[config.mk]
export PLATFORM = sky130hd
export DESIGN_NAME = control_sequencer
export DESIGN_NICKNAME = d
export VERILOG_FILES = /design/src/rtl/cpu_pkg.sv /design/src/rtl/ctrl_decode.sv /design/src/rtl/control_sequencer.sv
export SDC_FILE = /design/constraint.sdc
export NUM_CORES = 1
export LEC_CHECK = 0
export ABC_AREA = 1
export CORE_ASPECT_RATIO = 1.75
export CORE_MARGIN = 1.5
export CORE_UTILIZATION = 36
export CTS_BUF_LIST = sky130_fd_sc_hd__clkbuf_2 sky130_fd_sc_hd__clkbuf_4 sky130_fd_sc_hd__clkbuf_8
export DETAILED_ROUTE_END_ITERATION = 6
export GPL_ROUTABILITY_DRIVEN = 0
export HOLD_SLACK_MARGIN = 0.08
export PLACE_DENSITY = 0.83
export SYNTH_ARGS = -nofsm -noshare
export SYNTH_HDL_FRONTEND = slang
export SYNTH_SLANG_ARGS = --single-unit
[constraint.sdc]
create_clock -name Clock -period 1.65 [get_ports Clock]
set_input_delay 0.2475 -clock Clock [delete_from_list [all_inputs] [get_ports Clock]]
set_output_delay 0.2475 -clock Clock [all_outputs]
set_load 0.03 [all_outputs]
[src/rtl/cpu_pkg.sv]
// rtl/cpu_pkg.sv - opcodes, sequencer states and control word shared with datapath benches
package cpu_pkg;

   localparam int OPW = 5;

   localparam logic [OPW-1:0] OP_LD   = 5'b00000;
   localparam logic [OPW-1:0] OP_LDI  = 5'b00001;
   localparam logic [OPW-1:0] OP_ST   = 5'b00010;
   localparam logic [OPW-1:0] OP_ADD  = 5'b00011;
   localparam logic [OPW-1:0] OP_SUB  = 5'b00100;
   localparam logic [OPW-1:0] OP_AND  = 5'b00101;
   localparam logic [OPW-1:0] OP_OR   = 5'b00110;
   localparam logic [OPW-1:0] OP_ADDI = 5'b01100;
   localparam logic [OPW-1:0] OP_ANDI = 5'b01101;
   localparam logic [OPW-1:0] OP_ORI  = 5'b01110;
   localparam logic [OPW-1:0] OP_MUL  = 5'b01111;
   localparam logic [OPW-1:0] OP_DIV  = 5'b10000;
   localparam logic [OPW-1:0] OP_BR   = 5'b10010;
   localparam logic [OPW-1:0] OP_IN   = 5'b10110;
   localparam logic [OPW-1:0] OP_OUT  = 5'b10111;
   localparam logic [OPW-1:0] OP_MFHI = 5'b11000;
   localparam logic [OPW-1:0] OP_MFLO = 5'b11001;
   localparam logic [OPW-1:0] OP_NOP  = 5'b11010;
   localparam logic [OPW-1:0] OP_HALT = 5'b11011;

   // Execute steps are contiguous so the sequencer can simply count T3..T7.
   typedef enum logic [3:0] {
      S_RST, S_T0, S_T1, S_T2, S_T3, S_T4, S_T5, S_T6, S_T7, S_HALT
   } state_t;

   typedef struct packed {
      logic pc_out, z_high_out, z_low_out, mdr_out, hi_out, lo_out, in_port_out, c_out, ba_out;
      logic pc_in, z_in, mdr_in, mar_in, y_in, hi_in, lo_in, ir_in, out_port_in, con_in;
      logic gra, grb, grc, r_in, r_out;
      logic inc_pc, read, write, run, clear;
   } ctrl_word_t;

   function automatic state_t last_step(input logic [OPW-1:0] op);
      case (op)
         OP_LD, OP_ST:                        return S_T7;
         OP_MUL, OP_DIV, OP_BR:               return S_T6;
         OP_LDI, OP_ADD, OP_SUB, OP_AND, OP_OR,
         OP_ADDI, OP_ANDI, OP_ORI:            return S_T5;
         default:                             return S_T3;
      endcase
   endfunction

endpackage

[src/rtl/ctrl_decode.sv]
// rtl/ctrl_decode.sv - combinational map from sequencer state and opcode to control word
module ctrl_decode
   import cpu_pkg::*;
(
   input  state_t               state,
   input  logic [OPW-1:0]       opcode,
   input  logic                 con_ff,
   output ctrl_word_t           cw
);

   always_comb begin
      cw = '0;
      cw.run = (state != S_RST) && (state != S_HALT);
      case (state)
         S_RST: cw.clear = 1'b1;
         S_T0: begin cw.pc_out = 1'b1; cw.mar_in = 1'b1; cw.inc_pc = 1'b1; cw.z_in = 1'b1; end
         S_T1: begin cw.z_low_out = 1'b1; cw.pc_in = 1'b1; cw.read = 1'b1; cw.mdr_in = 1'b1; end
         S_T2: begin cw.mdr_out = 1'b1; cw.ir_in = 1'b1; end
         S_T3: begin
            case (opcode)
               OP_LD, OP_LDI, OP_ST: begin cw.grb = 1'b1; cw.ba_out = 1'b1; cw.y_in = 1'b1; end
               OP_ADD, OP_SUB, OP_AND, OP_OR, OP_ADDI, OP_ANDI, OP_ORI:
                  begin cw.grb = 1'b1; cw.r_out = 1'b1; cw.y_in = 1'b1; end
               OP_MUL, OP_DIV: begin cw.gra = 1'b1; cw.r_out = 1'b1; cw.y_in = 1'b1; end
               OP_BR:   begin cw.gra = 1'b1; cw.r_out = 1'b1; cw.con_in = 1'b1; end
               OP_IN:   begin cw.in_port_out = 1'b1; cw.gra = 1'b1; cw.r_in = 1'b1; end
               OP_OUT:  begin cw.gra = 1'b1; cw.r_out = 1'b1; cw.out_port_in = 1'b1; end
               OP_MFHI: begin cw.hi_out = 1'b1; cw.gra = 1'b1; cw.r_in = 1'b1; end
               OP_MFLO: begin cw.lo_out = 1'b1; cw.gra = 1'b1; cw.r_in = 1'b1; end
               default: ;
            endcase
         end
         S_T4: begin
            case (opcode)
               OP_LD, OP_LDI, OP_ST, OP_ADDI, OP_ANDI, OP_ORI: begin cw.c_out = 1'b1; cw.z_in = 1'b1; end
               OP_ADD, OP_SUB, OP_AND, OP_OR: begin cw.grc = 1'b1; cw.r_out = 1'b1; cw.z_in = 1'b1; end
               OP_MUL, OP_DIV: begin cw.grb = 1'b1; cw.r_out = 1'b1; cw.z_in = 1'b1; end
               OP_BR:   begin cw.pc_out = 1'b1; cw.y_in = 1'b1; end
               default: ;
            endcase
         end
         S_T5: begin
            case (opcode)
               OP_LD, OP_ST: begin cw.z_low_out = 1'b1; cw.mar_in = 1'b1; end
               OP_LDI, OP_ADD, OP_SUB, OP_AND, OP_OR, OP_ADDI, OP_ANDI, OP_ORI:
                  begin cw.z_low_out = 1'b1; cw.gra = 1'b1; cw.r_in = 1'b1; end
               OP_MUL, OP_DIV: begin cw.z_low_out = 1'b1; cw.lo_in = 1'b1; end
               OP_BR:   begin cw.c_out = 1'b1; cw.z_in = 1'b1; end
               default: ;
            endcase
         end
         S_T6: begin
            case (opcode)
               OP_LD:   begin cw.read = 1'b1; cw.mdr_in = 1'b1; end
               OP_ST:   begin cw.gra = 1'b1; cw.r_out = 1'b1; cw.mdr_in = 1'b1; end
               OP_MUL, OP_DIV: begin cw.z_high_out = 1'b1; cw.hi_in = 1'b1; end
               OP_BR:   begin cw.z_low_out = 1'b1; cw.pc_in = con_ff; end
               default: ;
            endcase
         end
         S_T7: begin
            case (opcode)
               OP_LD:   begin cw.mdr_out = 1'b1; cw.gra = 1'b1; cw.r_in = 1'b1; end
               OP_ST:   cw.write = 1'b1;
               default: ;
            endcase
         end
         default: ;
      endcase
   end

endmodule

[src/rtl/control_sequencer.sv]
// rtl/control_sequencer.sv - hardwired fetch/execute sequencer driving the datapath controls
module control_sequencer #(
   parameter int OPW = 5
) (
   input  logic        Clock,
   input  logic        Reset,
   input  logic        Stop,
   input  logic [31:0] IR,
   input  logic        CON_FF,
   output logic        PCout, Zhighout, Zlowout, MDRout, HIout, LOout, InPortout, Cout, BAout,
   output logic        PCin, Zin, MDRin, MARin, Yin, HIin, LOin, IRin, OutPortin, CONin,
   output logic        Gra, Grb, Grc, Rin, Rout,
   output logic        IncPC, Read, Write,
   output logic        Run,
   output logic        Clear
);
   import cpu_pkg::*;

   state_t         state;
   ctrl_word_t     cw;
   logic [OPW-1:0] opcode;
   logic           unused_ir;

   assign opcode    = IR[31 -: OPW];
   assign unused_ir = ^IR[31-OPW:0];

   // Stop is only honoured on the edge that would otherwise return to fetch.
   always_ff @(posedge Clock or posedge Reset) begin
      if (Reset) begin
         state <= S_RST;
      end else begin
         case (state)
            S_RST:  state <= S_T0;
            S_T0:   state <= S_T1;
            S_T1:   state <= S_T2;
            S_T2:   state <= S_T3;
            S_HALT: state <= S_HALT;
            default: begin
               if (state == S_T3 && opcode == OP_HALT)
                  state <= S_HALT;
               else if (state == last_step(opcode))
                  state <= Stop ? S_HALT : S_T0;
               else
                  state <= state_t'(state + 4'd1);
            end
         endcase
      end
   end

   ctrl_decode u_decode (
      .state  (state),
      .opcode (opcode),
      .con_ff (CON_FF),
      .cw     (cw)
   );

   assign PCout     = cw.pc_out;
   assign Zhighout  = cw.z_high_out;
   assign Zlowout   = cw.z_low_out;
   assign MDRout    = cw.mdr_out;
   assign HIout     = cw.hi_out;
   assign LOout     = cw.lo_out;
   assign InPortout = cw.in_port_out;
   assign Cout      = cw.c_out;
   assign BAout     = cw.ba_out;
   assign PCin      = cw.pc_in;
   assign Zin       = cw.z_in;
   assign MDRin     = cw.mdr_in;
   assign MARin     = cw.mar_in;
   assign Yin       = cw.y_in;
   assign HIin      = cw.hi_in;
   assign LOin      = cw.lo_in;
   assign IRin      = cw.ir_in;
   assign OutPortin = cw.out_port_in;
   assign CONin     = cw.con_in;
   assign Gra       = cw.gra;
   assign Grb       = cw.grb;
   assign Grc       = cw.grc;
   assign Rin       = cw.r_in;
   assign Rout      = cw.r_out;
   assign IncPC     = cw.inc_pc;
   assign Read      = cw.read;
   assign Write     = cw.write;
   assign Run       = cw.run;
   assign Clear     = cw.clear;

endmodule
Word level (Yosys, flattened, before mapping)
Memories as Yosys holds them, arrays and structs flattened.
Cells that the tools add are included.
- register bits after elaboration: 4
- ROM bits: 128
- input bits: 36
- output and inout bits: 29
- word-level logic and storage cells: 99
- memories: 1
- memories (name ; depth ; bits a word ; rd ports ; clocked after Yosys merged registers in ; write ports ; RTL line ; RTL):
    (name not given) ; 32 ; 4 ; 1 ; 0 ; 0 ; cpu_pkg.sv:39 ; case (op)
- add/subtract/negate cells: 1
- eq/ne operators: 28
- multiplexer cells: 50
- reduce and logical (&&, ||, !) cells: 18
- operators by type and width (kind ; number):
    == test 5 bit (second input constant) ; 7
    two-way mux 1 bit ; 28
    == test 5 x 4 -> 1 bit (second input constant) ; 4
    two-way mux 4 bit ; 5
    case mux 4 bit (5 select lines) ; 1
    case mux 1 bit (2 select lines) ; 9
    == test 4 x 3 -> 1 bit (second input constant) ; 4
    == test 5 x 3 -> 1 bit (second input constant) ; 3
    case mux 1 bit (3 select lines) ; 4
    OR reduction 12 bit ; 1
    OR reduction 6 bit ; 2
    OR reduction 11 bit ; 1
    == test 5 x 2 -> 1 bit (second input constant) ; 2
    OR reduction 10 bit ; 1
    == test 4 x 2 -> 1 bit (second input constant) ; 2
    == test 4 bit (second input constant) ; 2
    OR reduction 8 bit ; 1
    OR reduction 7 bit ; 1
    OR reduction 3 bit ; 2
    == test 5 x 1 -> 1 bit (second input constant) ; 1
    logical NOT 5 bit ; 1
    OR reduction 5 bit ; 1
    adder 4 x 1 -> 4 bit (second input constant) ; 1
    == test 4 x 1 -> 1 bit (second input constant) ; 1
    10 further kinds ; 12

Logic depth before layout (Yosys ltp)
- word-level depth: 8
- depth in mapped cells: 12
- mapped depth without buffers: 12

Cells and area by module
A second synthesis with hierarchy kept.
- cell total of the unflattened synthesis: 188
- area total of the unflattened synthesis: 968.4 µm²
- by module, submodules not included (module ; times used ; cells an instance ; area each (µm²)):
    ctrl_decode ; 1 ; 119 ; 543.0
    control_sequencer ; 1 ; 69 ; 425.4

Worst setup path before layout
Ideal clock, no wire load.
- kind: register to output
- start point: register state[0]
- end point: output port Gra
- data arrival time: 1.923 ns
- data required time: 1.402 ns
- setup slack: -0.521 ns
- stages on the path, launching flop included: 9
- buffers on the path: 0
- cell sequence: dfrtp_1 > inv_1 > ha_1 > inv_1 > nor2_2 > inv_1 > nor3_2 > nor3b_1 > nand4_1
- longest elaborated chain between the ends: 2
- elaborated cells on any way between the ends: 5
- classes of those cells: eq/ne (4); mux (1)
- ends and longest elaborated chain (what ; RTL line ; RTL):
    start: declaration ; control_sequencer.sv:19 ; state_t state;
    start signal: assignment ; control_sequencer.sv:42 ; state <= Stop ? S_HALT : S_T0;
    start signal: assignment ; control_sequencer.sv:44 ; state <= state_t'(state + 4'd1);
    == test 4 bit / == test 4 x 3 -> 1 bit (equally long branches) ; ctrl_decode.sv:14 ; case (state)
    case mux 1 bit (4 select lines) (*) ; ctrl_decode.sv:14 ;
    end: declaration ; control_sequencer.sv:12 ; output logic Gra, Grb, Grc, Rin, Rout,
Mark *: on every way between the ends. The rest lies on a longest branch, timed or not.

Worst setup path in the final report
- start point: register state[1]
- end point: output port Gra
The elaborated chain is that of the path after synthesis.

==> out/results.tsv <==
metric	value	unit
logic gate share of total power	86.5	%
Gate Count Post-Synth	162	
commonest cells after routing, fill and taps aside	buf_4 (61), buf_6 (34), nand2_1 (27)	
placed instance count	268	
pwr dens	1530	nW/µm²
f_max	476	MHz
Post-Place Cell Area	1630	µm²
top sig layer	met4	
R2R cell count	9	
Sw Pwr	1.85	mW
Largest Register	state	
syn nets	202	
Int Power	1.55	mW
first-pass GRT wire length	6.13	mm
top cell type's share of synthesized area	15.4	%
Sequential Power Share	6.7	%
final cycle utilization of the critical path	127	%
synthesized area per cell	5.56	µm²
Leak Pwr	1.10	nW
total clock sinks	4	
Clock Tree Buf Depth	2	
via count	1842	
WP data arrival	1.85	ns
vias in the first global route	1477	
die area	2820	µm²
Reg clk slew, reported paths	0.04	ns
RSZ-0062 raised after global routing	true	
clock network fraction of total power	6.7	%
Cell Rows	23	
sequential area share after synthesis	11.1	%
clk_lat worst skew	0.23	ns
top cells by area in the synthesized netlist	nand2_1 (15%), nor2_1 (12%), dfrtp_1 (11%)	
DRC Markers	0	
post-DR vias/cell	6.33	
post-synth top area cell	nand2_1	
critical-path maximum fanout	4	
Synth cell types	27	
hold_ws	0.228	ns
layout net count	308	
grt ovf	0	
clock buffer count from CTS	3	
met2 routed WL	3.49	mm
Layout Cells excl Fill	291	
routed length on met1	2.01	mm
max reg flops	4	
fin area	2220	µm²
GR Util All Layers	30.0	%
Area Growth Syn to Fin	147	%
ANT nets after route	0	
final hold vios	0	
crit path time final	2.10	ns
kind of critical path	reg -> out	
Final Setup Violations	33	
worst r2r src	state[1]	
# hold bufs at CTS	0	
Post-DP HPWL	2.78	mm
clock tree root buffer cell	clkbuf_8	
Die X	40.8	µm
commonest non-fill, non-tap cell in the layout	buf_4	
# IOs	65	
synthesized flop and latch total	4	
TritonCTS clock tree	done	
WL/cell	24.0	µm
Slew Viols, Final	0	
met3 WL	592	µm
number of buffers added on ports	37	
ratio of cells with drive above 1 in the final layout	72.9	%
setup ws final	-0.452	ns
drt pass-1 iters	4	
fill cell count	61	
FF-to-FF setup slack	-0.42	ns
Starting Density	38.6	%
Net Sw Frac	54.5	%
diode count	0	
status	finished with violations	
Top Registers	state x4	
largest net degree at the start of global routing	6	
Max-Cap Viols	0	
initial DRC count	180	
Die Span Y	69.2	µm
Clock Skews	0.00399	ns
CTS H-tree depth	1	
Peak VDD IR	0.717	mV
WP data required	1.40	ns
CP endpoint kind	output pin	
Mapped Area	901	µm²
max_slew headroom	68.2	%
failing checks	setup timing	
synth warn	0	
worst-margin pin slew	0.472	ns
RR Endpoint	state[2]	
core area	2330	µm²
Startpoint Class	flip-flop	
Worst Hold Class	in -> async	
Post-Route WL	6.99	mm
initial antenna violation count	0	
Yosys cell counts:
master	instances
buf_4	1
a21oi_1	3
buf_2	1
nand2_4	1
nor2_2	3
inv_1	26
o21ai_0	8
dfrtp_1	4
nor3b_1	2
nor3_2	1
nand3_4	1
o21ai_1	1
o31ai_1	1
nand3_1	15
o211ai_1	1
nand2_1	37
o21ai_2	1
nor2_4	2
nor4_4	1
nor3_1	1
ha_1	4
nor2_1	29
nand2_2	5
inv_2	5
nand3_2	2
nand4_1	4
xor2_1	2
kinds of logic after synthesis:
kind of cell / share of synthesized area (%)
simple gates: 57.8
buf+inv: 14.3
compound gates: 9.31
fa+ha+maj: 5.56
flops: 11.1
xor+xnor: 1.94
through the flow:
stage	utilization [%]	worst slack [ns]	setup TNS, ns	total power, mW
6_report	95.3	-0.452	-8.45	3.40
5_1_grt	95.3	-0.509	-9.44	3.51
4_1_cts	77.7	-0.207	-3.38	2.46
3_5_place_dp	69.8	-0.450	-9.99	2.04
3_3_place_gp	69.8	-0.415	-9.23	2.00
2_1_floorplan	-	-0.201	-0.687	1.31
worst max path at each step:
stage	end	cells past startpoint	slack, ns	from
3_5_place_dp	Zlowout	11	-0.45	IR[29]
5_1_grt	Gra	9	-0.51	state[0]
6_report	Gra	9	-0.45	state[1]
3_3_place_gp	Zlowout	11	-0.41	IR[29]
4_1_cts	Gra	9	-0.21	state[0]
2_1_floorplan	Gra	8	-0.20	state[0]
repair_timing:
item	in CTS	in global routing
endpoints found under the setup margin	32	32
resized for setup	45	95
buffers inserted	6	16
pin swaps	12	23
final cells by class:
cell class / instances / area, µm² / area share [%]
sequential: 4 / 101 / 4.56
tap: 25 / 31.3 / 1.41
timing repair buffer: 103 / 896 / 40.3
multi-input combinational: 125 / 1020 / 45.8
inverter: 31 / 134 / 6.03
clock buffer: 3 / 41.3 / 1.86
layer usage:
metal / track usage [%] / vias to the layer above
met2: 56.8 / 199
met1: 28.0 / 837
met5: 0 / -
met3: 0.321 / 86
li1: - / 720
met4: 15.2 / 0
power by group through the flow:
stage	clock network [mW]	registers [mW]	logic, mW
floorplan	0	0.196	1.12
global placement	0	0.195	1.80
detailed placement	0	0.196	1.85
CTS	0.213	0.199	2.04
global route	0.227	0.230	3.05
finish	0.230	0.230	2.94
worst max-delay path, stage by stage (launching register included):
cell	delay [ns]
dfrtp_1	0.43
inv_2	0.12
ha_4	0.20
inv_4	0.06
nor2_4	0.04
buf_6	0.12
buf_6	0.12
o31ai_1	0.10
nand4_1	0.22
buf_6	0.20
Note: power is estimated with default switching activity, not from simulation.
